`config.mk`:
```
export PLATFORM = sky130hd
export DESIGN_NAME = uart_rom_loader
export DESIGN_NICKNAME = d
export VERILOG_FILES = /design/src/rtl/uart_rom_loader.sv
export SDC_FILE = /design/constraint.sdc
export NUM_CORES = 1
export LEC_CHECK = 0
export CORE_MARGIN = 2
export CORE_UTILIZATION = 35
export DETAILED_ROUTE_END_ITERATION = 10
export GPL_ROUTABILITY_DRIVEN = 0
export PLACE_DENSITY_LB_ADDON = 0.12
export REMOVE_ABC_BUFFERS = 1
export SETUP_SLACK_MARGIN = 0.02
export SYNTH_ARGS = -nofsm -noshare
export SYNTH_HDL_FRONTEND = slang
export SYNTH_SLANG_ARGS = --single-unit
export TNS_END_PERCENT = 20
```
`constraint.sdc`:
```
create_clock -name clk -period 2.5 [get_ports clk]
set_input_delay 0.75 -clock clk [delete_from_list [all_inputs] [get_ports clk]]
set_output_delay 0.75 -clock clk [all_outputs]
set_load 0.03 [all_outputs]
```
`src/rtl/uart_rom_loader.sv`:
```
// Boot loader: receives a length-prefixed CHIP-8 image over 8N1 UART and
// writes it into program memory, holding the CPU until the image is complete.
module uart_rom_loader #(
  parameter int unsigned CLKS_PER_BIT = 104,
  parameter logic [11:0] LOAD_BASE    = 12'h200,
  parameter int unsigned MAX_LEN      = 3584
) (
  input  logic        clk,
  input  logic        rst,
  input  logic        uart_rx,
  output logic        mem_write,
  output logic [11:0] mem_write_addr,
  output logic [7:0]  mem_write_data,
  output logic        cpu_hold,
  output logic        load_done,
  output logic        load_error,
  output logic [11:0] byte_count
);

  localparam int unsigned CNT_W = $clog2(CLKS_PER_BIT);
  localparam logic [CNT_W-1:0] BIT_END  = CNT_W'(CLKS_PER_BIT - 1);
  localparam logic [CNT_W-1:0] HALF_END = CNT_W'(CLKS_PER_BIT / 2 - 1);
  localparam logic [11:0] MAX_LEN_L = 12'(MAX_LEN);

  typedef enum logic [1:0] {RX_IDLE, RX_START, RX_DATA, RX_STOP} rx_state_t;
  typedef enum logic [2:0] {LD_HDR_HI, LD_HDR_LO, LD_DATA, LD_DONE, LD_ERROR} ld_state_t;

  logic rx_meta, rx_s;

  rx_state_t        rx_state, rx_state_n;
  logic [CNT_W-1:0] clk_cnt, clk_cnt_n;
  logic [2:0]       bit_idx, bit_idx_n;
  logic [7:0]       rx_byte, rx_byte_n;
  logic             byte_valid_c, framing_err_c;

  ld_state_t   ld_state, ld_state_n;
  logic [11:0] len, len_n;
  logic [11:0] hdr_len_c;
  logic [11:0] byte_count_n;
  logic        mem_write_n;
  logic [11:0] mem_write_addr_n;
  logic [7:0]  mem_write_data_n;
  logic        cpu_hold_n, load_done_n, load_error_n;

  // Two-flop synchroniser for the asynchronous serial line (idles high)
  always_ff @(posedge clk or posedge rst) begin
    if (rst) begin
      rx_meta <= 1'b1;
      rx_s    <= 1'b1;
    end else begin
      rx_meta <= uart_rx;
      rx_s    <= rx_meta;
    end
  end

  // RX FSM state register
  always_ff @(posedge clk or posedge rst) begin
    if (rst) begin
      rx_state <= RX_IDLE;
      clk_cnt  <= '0;
      bit_idx  <= '0;
      rx_byte  <= '0;
    end else begin
      rx_state <= rx_state_n;
      clk_cnt  <= clk_cnt_n;
      bit_idx  <= bit_idx_n;
      rx_byte  <= rx_byte_n;
    end
  end

  // RX FSM: mid-bit sampling, start glitch rejection, stop-bit check
  always_comb begin
    rx_state_n    = rx_state;
    clk_cnt_n     = clk_cnt;
    bit_idx_n     = bit_idx;
    rx_byte_n     = rx_byte;
    byte_valid_c  = 1'b0;
    framing_err_c = 1'b0;
    case (rx_state)
      RX_IDLE: begin
        clk_cnt_n = '0;
        bit_idx_n = '0;
        if (!rx_s) rx_state_n = RX_START;
      end
      RX_START: begin
        if (clk_cnt == HALF_END) begin
          clk_cnt_n  = '0;
          rx_state_n = rx_s ? RX_IDLE : RX_DATA;
        end else begin
          clk_cnt_n = clk_cnt + 1'b1;
        end
      end
      RX_DATA: begin
        if (clk_cnt == BIT_END) begin
          clk_cnt_n = '0;
          rx_byte_n = {rx_s, rx_byte[7:1]};
          bit_idx_n = bit_idx + 3'd1;
          if (bit_idx == 3'd7) rx_state_n = RX_STOP;
        end else begin
          clk_cnt_n = clk_cnt + 1'b1;
        end
      end
      RX_STOP: begin
        if (clk_cnt == BIT_END) begin
          clk_cnt_n     = '0;
          byte_valid_c  = rx_s;
          framing_err_c = !rx_s;
          rx_state_n    = RX_IDLE;
        end else begin
          clk_cnt_n = clk_cnt + 1'b1;
        end
      end
      default: rx_state_n = RX_IDLE;
    endcase
  end

  assign hdr_len_c = {len[11:8], rx_byte};

  // Loader FSM state and registered outputs
  always_ff @(posedge clk or posedge rst) begin
    if (rst) begin
      ld_state       <= LD_HDR_HI;
      len            <= '0;
      byte_count     <= '0;
      mem_write      <= 1'b0;
      mem_write_addr <= '0;
      mem_write_data <= '0;
      cpu_hold       <= 1'b1;
      load_done      <= 1'b0;
      load_error     <= 1'b0;
    end else begin
      ld_state       <= ld_state_n;
      len            <= len_n;
      byte_count     <= byte_count_n;
      mem_write      <= mem_write_n;
      mem_write_addr <= mem_write_addr_n;
      mem_write_data <= mem_write_data_n;
      cpu_hold       <= cpu_hold_n;
      load_done      <= load_done_n;
      load_error     <= load_error_n;
    end
  end

  // Loader FSM: header parse, payload writes, sticky done/error flags
  always_comb begin
    ld_state_n       = ld_state;
    len_n            = len;
    byte_count_n     = byte_count;
    mem_write_n      = 1'b0;
    mem_write_addr_n = mem_write_addr;
    mem_write_data_n = mem_write_data;
    load_done_n      = load_done | (ld_state == LD_DONE);
    load_error_n     = load_error | (ld_state == LD_ERROR);
    cpu_hold_n       = cpu_hold & (ld_state != LD_DONE);
    case (ld_state)
      LD_HDR_HI: begin
        if (framing_err_c) begin
          ld_state_n = LD_ERROR;
        end else if (byte_valid_c) begin
          len_n      = {rx_byte[3:0], 8'h00};
          ld_state_n = (rx_byte[7:4] != 4'h0) ? LD_ERROR : LD_HDR_LO;
        end
      end
      LD_HDR_LO: begin
        if (framing_err_c) begin
          ld_state_n = LD_ERROR;
        end else if (byte_valid_c) begin
          len_n = hdr_len_c;
          if (hdr_len_c == 12'd0 || hdr_len_c > MAX_LEN_L) ld_state_n = LD_ERROR;
          else ld_state_n = LD_DATA;
        end
      end
      LD_DATA: begin
        if (framing_err_c) begin
          ld_state_n = LD_ERROR;
        end else if (byte_valid_c) begin
          mem_write_n      = 1'b1;
          mem_write_addr_n = LOAD_BASE + byte_count;
          mem_write_data_n = rx_byte;
          byte_count_n     = byte_count + 12'd1;
          if (byte_count + 12'd1 == len) ld_state_n = LD_DONE;
        end
      end
      LD_DONE:  ld_state_n = LD_DONE;
      LD_ERROR: ld_state_n = LD_ERROR;
      default:  ld_state_n = LD_ERROR;
    endcase
  end

endmodule

```
* Word-level counts from Yosys, hierarchy flattened
Index checks and enable logic that the tools add are counted.
** Word-level totals
- Output and inout bits :: 36
- Input bits :: 3
- Logic and storage cells :: 101
- Flip-flop bits (word level) :: 73
** Cells by class
- $lt $le $gt $ge :: 1
- Mux-type cells :: 34
- Reduce and logical (&&, ||, !) cells :: 16
- Bitwise gates (word level) :: 5
- Add/sub/neg operators :: 4
- Eq/ne operators :: 25
** Operators with widths (number)
- $mux 3 :: 10
- $mux 12 :: 2
- $pmux 12 s2 :: 1
- $pmux 7 s3 :: 1
- $ne 2x2->1 const B :: 9
- $mux 8 :: 2
- $mux 7 :: 2
- $add 10x12->12 const A :: 1
- $add 12x1->12 const B :: 1
- $eq 12x12->1 :: 1
- $gt 12x12->1 const B :: 1
- $logic_not 12->1 :: 1
- $mux 2 :: 6
- $ne 3x3->1 const B :: 4
- $pmux 3 s4 :: 1
- $reduce_and 5->1 :: 2
- $pmux 2 s4 :: 1
- $reduce_and 4->1 :: 2
- $add 7x1->7 const B :: 1
- $eq 7x6->1 const B :: 1
- $eq 7x7->1 const B :: 1
- $mux 1 :: 7
- $eq 3x2->1 const B :: 2
- $eq 3x3->1 const B :: 2
- other kinds (18) :: 23

* Logic depth before layout (Yosys ltp)
Gate-level depths: netlist (run 1).
- Word-level depth :: 6
- Gate-level depth with buffers :: 9
- Gate-level depth less buffers :: 7

* Worst setup path before layout (run 1)
No wires, ideal clock.
- Path type :: reg2reg
- Start point :: register byte_count[0]
- End point :: register ld_state[2]
- Required time :: 2.381 ns
- Library setup time :: 0.119 ns
- Period minus slack after synthesis :: 2.290 ns
- Path buffers :: 0
- Data arrival time :: 2.171 ns
- Setup slack :: 0.210 ns
- Stages on the path, launching flop included :: 8
- Cells stage by stage :: dfrtp_1 -> ha_1 -> nand3_1 -> or3_1 -> a41o_1 -> o2111ai_1 -> o21ai_2 -> a21o_2
** Between the ends
- Word-level cells in the longest chain between the ends :: 4
** RTL lines
- start, declared :: RTL line 17 : output logic [11:0] byte_count
- start signal, assigned :: RTL line 134 : byte_count <= byte_count_n;
- $add 12x1->12 :: RTL line 181 : if (byte_count + 12'd1 == len) ld_state_n = LD_DONE;
- $eq 12x12->1 :: RTL line 181
- $ne 3x3->1 (no line)
- $reduce_and 4->1 (no line)
- end signal, assigned :: RTL line 132 : ld_state <= ld_state_n;
- end, declared :: RTL line 36 : ld_state_t ld_state, ld_state_n;
Every way passes these cells.
A chain may end at the register's enable or synchronous reset.

* Worst setup path after layout (run 1)
- Start point :: register byte_count[3]
- End point :: output port byte_count[3]
No word-level cell between the ends.

==> impl_metrics.csv, run 1 <==
group,metric,value,unit
detailed_routing,drt_first_pass_iters,4,
grt,grt_overflow,0,
worst_setup_path,path_class,"flip-flop to output pin",
worst_hold_path,min_to,"rx_s",
grt,antenna_found_initial,0,
timing,maxSlewViolCount,0,
worst_setup_path,r2r_cells,6,
worst_setup_path,critPathBufInv,1,
timing,fmax,413,MHz
timing,fin_worst_skew,11.0,ps
worst_setup_path,cp_top_family,"buffers and inverters",
grt,grt_pass1_vias,2538,
pwr,leakagePower,0.00200,uW
clocking,clock_latency,350,ps
synth,yosysWarningCount,0,
worst_setup_path,path_cells,"clkdlybuf4s50_1",
pwr,total_power,2130,uW
synth,ys_seq_area_share,52.2,%
synth,synth_edf_count,0,
clocking,h-tree-depth,3,
synth,synthTopCellsByCount,"nand2_1 (92), dfrtp_1 (70), nor2_1 (18)",
floorplanning,die-area,10800,um^2
floorplanning,fp.dieH,104,um
timing,tightest_slew,534,ps
placed_design,place_inst,519,
worst_hold_path,hold_class,"flip-flop to flip-flop",
worst_setup_path,cp-end-kind,"output pin",
clocking,cts-root-buf,"clkbuf_8",
floorplanning,core,9770,um^2
timing,finalCritPeriodShare,96.9,%
pwr,ir_drop,201,uV
timing,setup_viol,0,
finish,final_cells,535,
worst_setup_path,critPathArrivalTime,1670,ps
pwr,power_density,499,nW/um^2
synth,netlist_top_cells_area,"dfrtp_1 (50%), nand2_1 (9.8%), mux2_2 (4.2%)",
job,drv_cap,0,
clocking,cts_buffers,9,
floorplanning,start_util,35.9,%
clocking,numClockSinks,73,
placed_design,dp_hpwl,5.42,mm
floorplanning,dieWidth,104,um
worst_setup_path,critPathMaxStageDelay,750,ps
detailed_routing,vias,2558,
worst_setup_path,r2r_start,"byte_count[3]",
finish,antenna_cells,0,
worst_setup_path,worst-path-stages,1,
worst_hold_path,hold_path_depth,0,
worst_setup_path,r2r_end,"ld_state[1]",
synth,syn_inst,352,
clocking,clockBufferDepth,2,
worst_setup_path,critical_path.slowest_cell,"clkdlybuf4s50_1",
synth,postSynthAreaPerCell,9.97,um^2
finish,drive_gt1_share,13.9,%
floorplanning,row_count,36,
grt,grt_usage,15.0,%
finish,area_growth,22.0,%
synth,synth-main-ff-cell,"dfrtp_1",
synth,synth_cell_types,54,
worst_setup_path,crit_required,1750,ps
synth,ys_ff_latch,73,
timing,final.min_clock_period,2420,ps
synth,synth_area_leader_cell,"dfrtp_1",
synth,async_flop_share,100,%
detailed_routing,drtAntennaViolNets,0,
worst_setup_path,startpoint_type,"flip-flop",
finish,fin_nets,405,
status,outcome,"completed",
worst_setup_path,ff2ff_setup_slack,220,ps
detailed_routing,routedWlPerCell,14.0,um
timing,rsz0062_at_grt,"true",
grt,grt_max_degree,32,
synth,synth.top_cell.area_share,49.9,%
floorplanning,io_pins,39,
clocking,cts_tree,"built",
detailed_routing,drt_iter0_markers,117,
detailed_routing,drc,0,
clocking,clk_pin_slew_worst_paths,80,ps
placed_design,port_buffers,38,
synth,yosysMostFrequentCell,"nand2_1",
worst_hold_path,hp-start,"rx_meta",
clocking,postCtsHoldBufs,0,
timing,hold_violations,0,
detailed_routing,routed_via_density,4.78,
detailed_routing,routed_wl,7.51,mm
synth,netlist_area,3510,um^2
worst_setup_path,path_max_fanout,11,
timing,slew_headroom,64.4,%
grt,grt_pass1_wl,13.0,mm
cells by family (layout without fill, tap and decap cells):
logic type               after synthesis  in the layout  synth area share, %
AND/OR/NAND/NOR                      159            159                 21.0
flip-flops                            73             73                 52.2
AO/OA/AOI/OAI                         44             44                 8.73
XOR/XNOR                              30             30                 7.49
buffers and inverters                 25             75                 3.78
multiplexers                          16             16                 5.03
adder cells (fa/ha/maj)                5              5                 1.78
routing by layer:
metal	global-route usage [%]	vias to the layer above	wire length, um
li1	-	1278	-
met1	20.5	1224	3720
met2	22.9	44	3350
met3	3.13	12	293
met4	6.85	0	147
met5	0	-	0
power breakdown:
| part | switching, uW | internal [uW] |
|---|---|---|
| Clock | 454 | 460 |
| Sequential | 2.08 | 1180 |
| Combinational | 26.4 | 9.45 |
worst max path at each step:
stage / slack, ps / start / to
floorplan: -560 / clk_cnt[0] / byte_count[3]
global placement: 290 / byte_count[0] / ld_state[2]
detailed placement: 240 / byte_count[4] / ld_state[1]
CTS: 50 / byte_count[3] / byte_count[3]
global route: 20 / byte_count[3] / byte_count[3]
finish: 80 / byte_count[3] / byte_count[3]
registers in the layout (all words and copies together) (netlist names), named ones only:
register	flops
rx_meta	1
ld_state	3
mem_write	1
cpu_hold	1
mem_write_addr	12
byte_count	12
clk_cnt	7
load_done	1
len	12
rx_byte	8
mem_write_data	8
bit_idx	3
load_error	1
rx_s	1
rx_state	1
layout make-up:
cell class | instances | area [um^2]
timing repair buffer | 52 | 510
clock buffer | 11 | 131
clock inverter | 5 | 56.3
tap | 133 | 166
multi-input combinational | 254 | 1560
inverter | 7 | 26.3
fill | 977 | 5490
sequential | 73 | 1830
cell usage in the layout (no fill, tap or decap), drive strengths merged, types with 2 or more instances in the layout:
cell	instances
a2111o	2
a21o	2
a21oi	5
a31o	2
and2	2
and3b	2
buf	14
clkbuf	11
clkdlybuf4s50	38
clkinv	3
dfrtp	70
dfstp	3
ha	5
inv	7
mux2	13
mux2i	3
nand2	92
nand2b	3
nand3	8
nand4	4
nand4b	2
nor2	20
nor2b	3
nor3	8
nor4	2
o21a	2
o21ai	16
o21bai	4
or2	2
or3	4
or4	3
xnor2	16
xor2	14
per-stage QoR:
step	utilization [%]	setup WS (ps)	setup TNS [ps]	hold slack (ps)	instance area [um^2]
floorplan	-	-561	-15170	345	3400
global placement	41.8	289	0	349	4090
detailed placement	41.8	238	0	352	4090
CTS	43.7	49.3	0	366	4270
global route	43.8	16.7	0	373	4280
finish	43.8	76.7	0	365	4280
timing repair:
action,CTS,global route
gates resized for setup,0,1
endpoints found under the setup margin,0,5
buffers inserted,0,0
Note: power is estimated with default switching activity, not from simulation.
==> inputs of run 2 (changes only) <==
--- a/config.mk
+++ b/config.mk
@@ -7,6 +7,7 @@
 export LEC_CHECK = 0
 export CORE_MARGIN = 2
 export CORE_UTILIZATION = 35
+export CTS_CLUSTER_SIZE = 20
 export DETAILED_ROUTE_END_ITERATION = 10
 export GPL_ROUTABILITY_DRIVEN = 0
 export PLACE_DENSITY_LB_ADDON = 0.12
==> results of run 2 <==
Final layout, timing and power as in run 1 (identical DEF).
==> inputs of run 3 (changes only) <==
--- a/config.mk
+++ b/config.mk
@@ -7,6 +7,7 @@
 export LEC_CHECK = 0
 export CORE_MARGIN = 2
 export CORE_UTILIZATION = 35
+export CTS_CLUSTER_DIAMETER = 40
 export CTS_CLUSTER_SIZE = 20
 export DETAILED_ROUTE_END_ITERATION = 10
 export GPL_ROUTABILITY_DRIVEN = 0
==> results of run 3 <==
Final layout, timing and power as in run 1 (identical DEF).
